==> src/rtl/alu_dispatch.sv <==
// Dispatches one RV32I OP / OP-IMM / BRANCH instruction at a time to an external
// multi-cycle ALU and returns the captured result through a valid/ready response.
module alu_dispatch #(
   parameter int unsigned ALU_LATENCY = 3
) (
   input  logic        soc_clk,
   input  logic        reset_b,
   input  logic        req_valid,
   output logic        req_ready,
   input  logic [31:0] req_instr,
   input  logic [31:0] req_rs1,
   input  logic [31:0] req_rs2,
   output logic [31:0] ALU_dat1,
   output logic [31:0] ALU_dat2,
   output logic [2:0]  ALU_opcode,
   output logic        ALU_opcode_differentiator,
   output logic        ALU_optype,
   output logic        dat_ready,
   input  logic [31:0] ALU_out,
   input  logic        ALU_overflow,
   input  logic        ALU_branch,
   input  logic        ALU_zero,
   output logic        rsp_valid,
   input  logic        rsp_ready,
   output logic [31:0] rsp_result,
   output logic        rsp_branch,
   output logic        rsp_zero,
   output logic        rsp_overflow,
   output logic        rsp_error
);

   localparam logic [6:0] OPC_OP     = 7'b0110011;
   localparam logic [6:0] OPC_OP_IMM = 7'b0010011;
   localparam logic [6:0] OPC_BRANCH = 7'b1100011;
   localparam logic [3:0] LAT        = 4'(ALU_LATENCY);

   typedef enum logic [1:0] {ST_IDLE, ST_BUSY, ST_RESP} state_t;

   state_t      state_q, state_d;
   logic [3:0]  cnt_q, cnt_d;
   logic [31:0] dat1_q, dat1_d, dat2_q, dat2_d;
   logic [2:0]  opcode_q, opcode_d;
   logic        diff_q, diff_d, optype_q, optype_d, dat_ready_q, dat_ready_d;
   logic        rsp_valid_q, rsp_valid_d;
   logic [31:0] rsp_result_q, rsp_result_d;
   logic        rsp_branch_q, rsp_branch_d, rsp_zero_q, rsp_zero_d;
   logic        rsp_overflow_q, rsp_overflow_d, rsp_error_q, rsp_error_d;

   logic [6:0]  opc;
   logic [2:0]  f3;
   logic        is_op, is_imm, is_br, legal;
   logic [31:0] dec_dat2;
   logic        dec_diff;
   logic        unused_instr_bits;

   assign opc    = req_instr[6:0];
   assign f3     = req_instr[14:12];
   assign is_op  = (opc == OPC_OP);
   assign is_imm = (opc == OPC_OP_IMM);
   assign is_br  = (opc == OPC_BRANCH);
   assign legal  = is_op || is_imm || (is_br && (f3 != 3'b010) && (f3 != 3'b011));
   assign unused_instr_bits = ^{req_instr[19:15], req_instr[11:7]};

   // Shift-immediates carry a 5-bit shamt; every other immediate is sign-extended.
   always_comb begin
      dec_dat2 = req_rs2;
      if (is_imm) begin
         if (f3 == 3'b001 || f3 == 3'b101) dec_dat2 = {27'd0, req_instr[24:20]};
         else                              dec_dat2 = {{20{req_instr[31]}}, req_instr[31:20]};
      end
      dec_diff = 1'b0;
      if ((is_op && (f3 == 3'b000 || f3 == 3'b101)) || (is_imm && f3 == 3'b101))
         dec_diff = req_instr[30];
   end

   always_comb begin
      state_d        = state_q;
      cnt_d          = cnt_q;
      dat1_d         = dat1_q;
      dat2_d         = dat2_q;
      opcode_d       = opcode_q;
      diff_d         = diff_q;
      optype_d       = optype_q;
      dat_ready_d    = dat_ready_q;
      rsp_valid_d    = rsp_valid_q;
      rsp_result_d   = rsp_result_q;
      rsp_branch_d   = rsp_branch_q;
      rsp_zero_d     = rsp_zero_q;
      rsp_overflow_d = rsp_overflow_q;
      rsp_error_d    = rsp_error_q;
      case (state_q)
         ST_IDLE: begin
            if (req_valid && legal) begin
               state_d     = ST_BUSY;
               cnt_d       = LAT;
               dat1_d      = req_rs1;
               dat2_d      = dec_dat2;
               opcode_d    = f3;
               diff_d      = dec_diff;
               optype_d    = is_br;
               dat_ready_d = 1'b1;
            end else if (req_valid) begin
               state_d        = ST_RESP;
               rsp_valid_d    = 1'b1;
               rsp_error_d    = 1'b1;
               rsp_result_d   = 32'd0;
               rsp_branch_d   = 1'b0;
               rsp_zero_d     = 1'b0;
               rsp_overflow_d = 1'b0;
            end
         end
         ST_BUSY: begin
            cnt_d = cnt_q - 4'd1;
            if (cnt_q == 4'd1) begin
               // optype_q still identifies a branch on this final edge.
               state_d        = ST_RESP;
               rsp_valid_d    = 1'b1;
               rsp_error_d    = 1'b0;
               rsp_result_d   = optype_q ? 32'd0 : ALU_out;
               rsp_branch_d   = optype_q & ALU_branch;
               rsp_zero_d     = ALU_zero;
               rsp_overflow_d = ~optype_q & ALU_overflow;
               dat1_d         = 32'd0;
               dat2_d         = 32'd0;
               opcode_d       = 3'd0;
               diff_d         = 1'b0;
               optype_d       = 1'b0;
               dat_ready_d    = 1'b0;
            end
         end
         ST_RESP: begin
            if (rsp_ready) begin
               state_d        = ST_IDLE;
               rsp_valid_d    = 1'b0;
               rsp_result_d   = 32'd0;
               rsp_branch_d   = 1'b0;
               rsp_zero_d     = 1'b0;
               rsp_overflow_d = 1'b0;
               rsp_error_d    = 1'b0;
            end
         end
         default: state_d = ST_IDLE;
      endcase
   end

   always_ff @(posedge soc_clk or negedge reset_b) begin
      if (!reset_b) begin
         state_q        <= ST_IDLE;
         cnt_q          <= 4'd0;
         dat1_q         <= 32'd0;
         dat2_q         <= 32'd0;
         opcode_q       <= 3'd0;
         diff_q         <= 1'b0;
         optype_q       <= 1'b0;
         dat_ready_q    <= 1'b0;
         rsp_valid_q    <= 1'b0;
         rsp_result_q   <= 32'd0;
         rsp_branch_q   <= 1'b0;
         rsp_zero_q     <= 1'b0;
         rsp_overflow_q <= 1'b0;
         rsp_error_q    <= 1'b0;
      end else begin
         state_q        <= state_d;
         cnt_q          <= cnt_d;
         dat1_q         <= dat1_d;
         dat2_q         <= dat2_d;
         opcode_q       <= opcode_d;
         diff_q         <= diff_d;
         optype_q       <= optype_d;
         dat_ready_q    <= dat_ready_d;
         rsp_valid_q    <= rsp_valid_d;
         rsp_result_q   <= rsp_result_d;
         rsp_branch_q   <= rsp_branch_d;
         rsp_zero_q     <= rsp_zero_d;
         rsp_overflow_q <= rsp_overflow_d;
         rsp_error_q    <= rsp_error_d;
      end
   end

   // Ready is gated by reset so the control unit sees 0 while reset_b is low.
   assign req_ready                 = (state_q == ST_IDLE) && reset_b;
   assign ALU_dat1                  = dat1_q;
   assign ALU_dat2                  = dat2_q;
   assign ALU_opcode                = opcode_q;
   assign ALU_opcode_differentiator = diff_q;
   assign ALU_optype                = optype_q;
   assign dat_ready                 = dat_ready_q;
   assign rsp_valid                 = rsp_valid_q;
   assign rsp_result                = rsp_result_q;
   assign rsp_branch                = rsp_branch_q;
   assign rsp_zero                  = rsp_zero_q;
   assign rsp_overflow              = rsp_overflow_q;
   assign rsp_error                 = rsp_error_q;

endmodule

==> config.mk <==
export PLATFORM = sky130hd
export DESIGN_NAME = alu_dispatch
export DESIGN_NICKNAME = d
export VERILOG_FILES = /design/src/rtl/alu_dispatch.sv
export SDC_FILE = /design/constraint.sdc
export NUM_CORES = 1
export LEC_CHECK = 0
export CORE_ASPECT_RATIO = 1.25
export CORE_MARGIN = 5
export CORE_UTILIZATION = 41
export DETAILED_ROUTE_END_ITERATION = 6
export GPL_TIMING_DRIVEN = 0
export PLACE_DENSITY = 0.92
export SLEW_MARGIN = 20
export SYNTH_ARGS = -nofsm -noshare
export SYNTH_HDL_FRONTEND = slang
export SYNTH_SLANG_ARGS = --single-unit
==> constraint.sdc <==
create_clock -name soc_clk -period 2.8 [get_ports soc_clk]
set_input_delay 0.56 -clock soc_clk [delete_from_list [all_inputs] [get_ports soc_clk]]
set_output_delay 0.56 -clock soc_clk [all_outputs]
set_load 0.005 [all_outputs]
After elaboration in Yosys (flattened, before gate mapping)
Index checks and enable logic that the tools add are counted.
Word-level totals
  register bits after elaboration: 113
  bits in latches: 0
  RAM bits: 0
  memory bits (read-only): 0
  input bits: 135
  output and inout port bits: 108
  logic and storage cells: 98
  memories kept: 0
Operators by class
  $add $sub $neg: 1
  $mul: 0
  div/mod/pow operators: 0
  order comparisons: 0
  eq/ne operators: 16
  shift operators: 0
  mux-type cells: 45
  bitwise logic cells: 3
  reductions and logical operators: 19
Operators by type and width (number)
  2-to-1 mux 32 bit: 10
  case mux 32 bit (2 select lines): 2
  case mux 32 bit (3 select lines): 1
  case mux 1 bit (3 select lines): 5
  2-to-1 mux 1 bit: 14
  != test 2 bit, second input constant: 5
  2-to-1 mux 2 bit: 4
  case mux 4 bit (2 select lines): 1
  equality test 7 x 5 -> 1 bit, second input constant: 1
  equality test 7 x 6 -> 1 bit, second input constant: 1
  equality test 7 bit, second input constant: 1
  logical AND 1 bit: 6
  2-to-1 mux 3 bit: 2
  != test 3 x 2 -> 1 bit, second input constant: 2
  case mux 1 bit (2 select lines): 3
  case mux 2 bit (3 select lines): 1
  case mux 3 bit (2 select lines): 1
  AND reduction 3 bit: 2
  logical OR 1 bit: 5
  AND reduction 5 bit: 1
  equality test 4 x 1 -> 1 bit, second input constant: 1
  2-to-1 mux 4 bit: 1
  subtractor 4 x 1 -> 4 bit, second input constant: 1
  equality test 3 x 1 -> 1 bit, second input constant: 1
  11 further kinds: 12

Logic depth before layout (Yosys ltp)
  word-level depth: 7
  mapped depth: 8
  mapped depth without buffers: 6

Least setup slack after synthesis
No wires, ideal clock.
  path type: register -> register
  start point: register cnt_q[1]
  end point: register rsp_branch_q (netlist: rsp_branch)
  library setup time: 128 ps
  data arrival time: 1928 ps
  required time: 2672 ps
  path slack: 745 ps
  cell stages (with the launch flop): 8
  buffers on the path: 1
  clock period less this slack: 2055 ps
  cell sequence: dfrtp_1 -> inv_1 -> ha_1 -> or3b_4 -> a211oi_4 -> o311a_1 -> buf_6 -> mux2_1
Between the ends
  word-level cells in the longest chain between the ends: 3
Ends and longest elaborated chain
  start, declared: RTL line 40  | logic [3:0] cnt_q, cnt_d;
  start signal, assigned: RTL line 164  | cnt_q <= cnt_d;
  equality test 4 x 1 -> 1 bit: RTL line 114  | if (cnt_q == 4'd1) begin
  != test 2 bit (no line)
  AND reduction 5 bit (no line)
  end signal, assigned: RTL line 173  | rsp_branch_q <= rsp_branch_d;
  end, declared: RTL line 46  | logic rsp_branch_q, rsp_branch_d, rsp_zero_q, rsp_zero_d;
No other way between the ends.
A chain may end at the register's enable or synchronous reset.

Worst setup path after layout
  start point: input port reset_b
  end point: output port req_ready
Between the ends
  word-level cells in the longest chain between the ends: 1
Ends and longest elaborated chain
  start, declared: RTL line 7  | input logic reset_b,
  logical AND 1 bit: RTL line 181  | assign req_ready = (state_q == ST_IDLE) && reset_b;
  end, declared: RTL line 9  | output logic req_ready,
No other way between the ends.

==> summary.md <==
The total global routing track utilization came out at 0.214. For the worst max-slew margin expressed relative to the limit, the log shows 0.518. Synthesis produced a netlist whose cell count is 419. The clock slew seen by the registers of the worst setup and hold paths is 60 ps, and the placeable core region is 11,700 um^2.

The met1 usage is 0.236, and the met2 demand-to-capacity share in global routing is 0.377. STA classifies the critical path startpoint as an input port. The transition time at the pin with the least slew margin came out at 714 ps. Counting along the longest clock path gives a buffer depth of 2.

The ratio of cells with drive above 1 in the final layout is 0.0673, and the starting density of the core is 0.422. Detailed-route DRC error count: 0. The count of cell types in the netlist was 46. Synthesis produced a netlist with a net count of 560. In this run the worst hold path is classified as in -> async. The area share of the largest cell type after synthesis is 0.572, and the number of H-tree branching levels is 4. Buffers placed on the I/O ports in this run total 232. Setup repair after global routing left no endpoint under its margin. Final non-filler cell total: 844. After synthesis, the most frequently instantiated cells are dfrtp_1, mux2i_1, inv_1. For the number of rows in the core area, the log shows 44. Power spread over the standard cell area amounts to 689 nW/um^2. The run gives 2030 ps as the arrival time at the worst endpoint. Hold repair after CTS inserted 0 buffers.

Yosys attributes the largest share of cell area to dfrtp_1, mux2i_1, a22o_1. The tools report the number of maximum-capacitance violations as 0. The number of pins exceeding their max-slew limit in the final report was 0; the top fanout value on the critical path was 64.

Net count reported at finish: 812. Post-cts resize count: 0. After detailed routing, the number of vias per cell comes to 5.03. The congestion estimate from routability-driven global placement came to 0.860. On the final layout, the worst clock skew is 9.20 ps. The wire-length estimate of the detail-placed layout is 11,600 um. The kind of capture point of the worst setup path was a primary output.

The shortest clock period the worst path allows after layout came out at 2590 ps. Entering global routing, the biggest net connects 65 pins. The run finished with clean final reports. Source-to-sink clock delay at the later pin of the worst-skew pair: 400 ps. The global routing's busiest layer was met2. TritonCTS built the clock tree. 0 antenna diodes ended up in the layout.

The first routing iteration left 194 violations. Before antenna repair, the detailed router went through 4 iterations. In this run the static leakage power is 3.47 nW. The via total after detailed routing is 4,246. The flop and latch count out of synthesis is 113. The number of antenna violations at the first check in global routing is 0, and the via count of the first global-routing pass is 4,785. The run gives 0 as the setup violation total in the final timing report. The share of the yosys chip area belonging to registers came out at 0.572. The run gives 2830 um^2 as the area taken by flip-flops and latches. The highest achievable clock rate is 0.387 GHz, and the placed cell count is 813.

The setup path with the least slack is of type in -> out. After filler insertion, the fill cell instance count of the layout stands at 875. The height of the chip works out to 133 um. The synthesized design spends more area on one cell type than any other, namely dfrtp_1.

For this design, the sink count on the clock tree is 113. Buffers inserted during clock tree synthesis total 17. Summed over all layers, the global routing overflow is 0. The tools report the post-layout worst setup margin as 215 ps. Worst setup slack before clock tree synthesis: -86.7 ps.

The floorplan step set the die width to 108 um. The antenna violation net count after detailed routing was 0; the total of warnings raised by yosys was 0. The average instance in the mapped netlist occupies 11.8 um^2. The tools report the met3 layer usage reported by global route as 0.0780.

Most instantiated library cell after synthesis: dfrtp_1. The fraction of the cycle the final worst path needs came out at 0.923. For this run, the leading register cell type out of synthesis is dfrtp_1.

The synthesis-to-finish area growth is 63.3%. Pin placement for this block handled 243 I/O pins. The synthesized area came out at 4940 um^2. The tools report the post-CTS setup repair buffer count as 0. Setup slack on the worst reg-to-reg path comes out at 420 ps. The number of hold violations in the final report was 0; the required time reported for the critical path endpoint was 2240 ps.

The first global-routing pass estimated 24,200 um of wire. The number of flops mapped to enable cells by yosys was 0; the total area of multi-input combinational cells was 1800 um^2. VDD sags by at most 0.474 mV.

For the wire length after detailed routing, the log shows 15,000 um. The share of synthesized registers carrying an async set or reset is 1.00, and the total die area is 14,400 um^2. In the final routed layout, each cell accounts on average for 17.8 um. The cell sitting at the root of the clock tree is a clkbuf_16.
placed cells by master (no fill, tap or decap), drive strengths merged, types with 2 or more instances in the layout:
cell type      Yosys  final
a21oi              2      2
a22o              36     36
buf               10     12
bufinv             0      3
clkbuf            15     35
clkdlybuf4s50      0    231
clkinv             0      4
clkinvlp           0      4
dfrtp            113    113
ha                 6      6
inv               42     42
mux2i             48     48
nand2             39     39
nand2b             2      2
nand3              2      2
nor2              26     26
nor2b             13     13
nor3               2      2
nor3b              2      2
nor4               2      2
nor4bb             2      2
o21ai              3      3
o2bb2ai           33     33
critical path, cell delays in order:
cell and delay, ps:
buf_6 370, buf_16 330, and2_1 170, clkdlybuf4s50_1 530
path summary, 6_finish.rpt:
kind	start	end	cells after the start
worst min-delay path	reset_b	ALU_dat2[10]	1
worst min register to register	rsp_branch	rsp_branch	1
max in group asynchronous	reset_b	ALU_dat1[9]	2
min in group soc_clk	rsp_branch	rsp_branch	1
worst max-delay path	reset_b	req_ready	4
worst max register to register	state_q[1]	ALU_dat2[8]	7
kinds of logic (layout without fill, tap and decap cells):
group / after synthesis / in the layout / share of synthesized area
DFF: 113 / 113 / 0.572
and+or+nand+nor: 97 / 97 / 0.0974
AOI/OAI and AO/OA: 87 / 87 / 0.152
buffers and inverters: 67 / 331 / 0.0638
muxes: 49 / 49 / 0.0994
adders and majority gates: 6 / 6 / 0.0152
registers in the layout, summed over array words and instances, names as in the netlist:
signal and cells:
rsp_error 1, ALU_opcode 3, rsp_valid 1, cnt_q 4, rsp_zero 1, ALU_optype 1, rsp_result 32, ALU_opcode_differentiator 1
rsp_overflow 1, ALU_dat1 32, ALU_dat2 32, dat_ready 1, state_q 2, rsp_branch 1
power by group:
part,total [mW],switching [mW],leakage [nW],internal [mW]
combinational,1.42,0.513,1.66,0.905
sequential,2.03,0.156,1.54,1.87
clock,2.11,0.727,0.272,1.39
total,5.56,1.40,3.47,4.16
per-layer routing:
metal	up-vias	share of wire
li1	1962	-
met1	2077	0.37
met2	185	0.52
met3	22	0.089
met4	0	0.022
met5	-	0
area by class of cell:
type	count	share of cell area
sequential	113	0.350
timing repair buffer	233	0.291
multi-input combinational	239	0.223
clock buffer	20	0.0541
tap	161	0.0249
buffer	25	0.0195
inverter	42	0.0195
clock inverter	11	0.0174
stage by stage:
stage	setup TNS, ps	util	power [mW]	instance area, um^2	hold slack, ps
after floorplan	0	-	2.66	4940	264
after global placement	-334790	0.637	3.42	7470	462
after detailed placement	-2450	0.639	3.48	7500	473
after CTS	0	0.689	5.62	8070	108
after global routing	0	0.689	5.81	8070	125
final	0	0.689	5.56	8070	96.1
(Power assumes the default switching activity.)
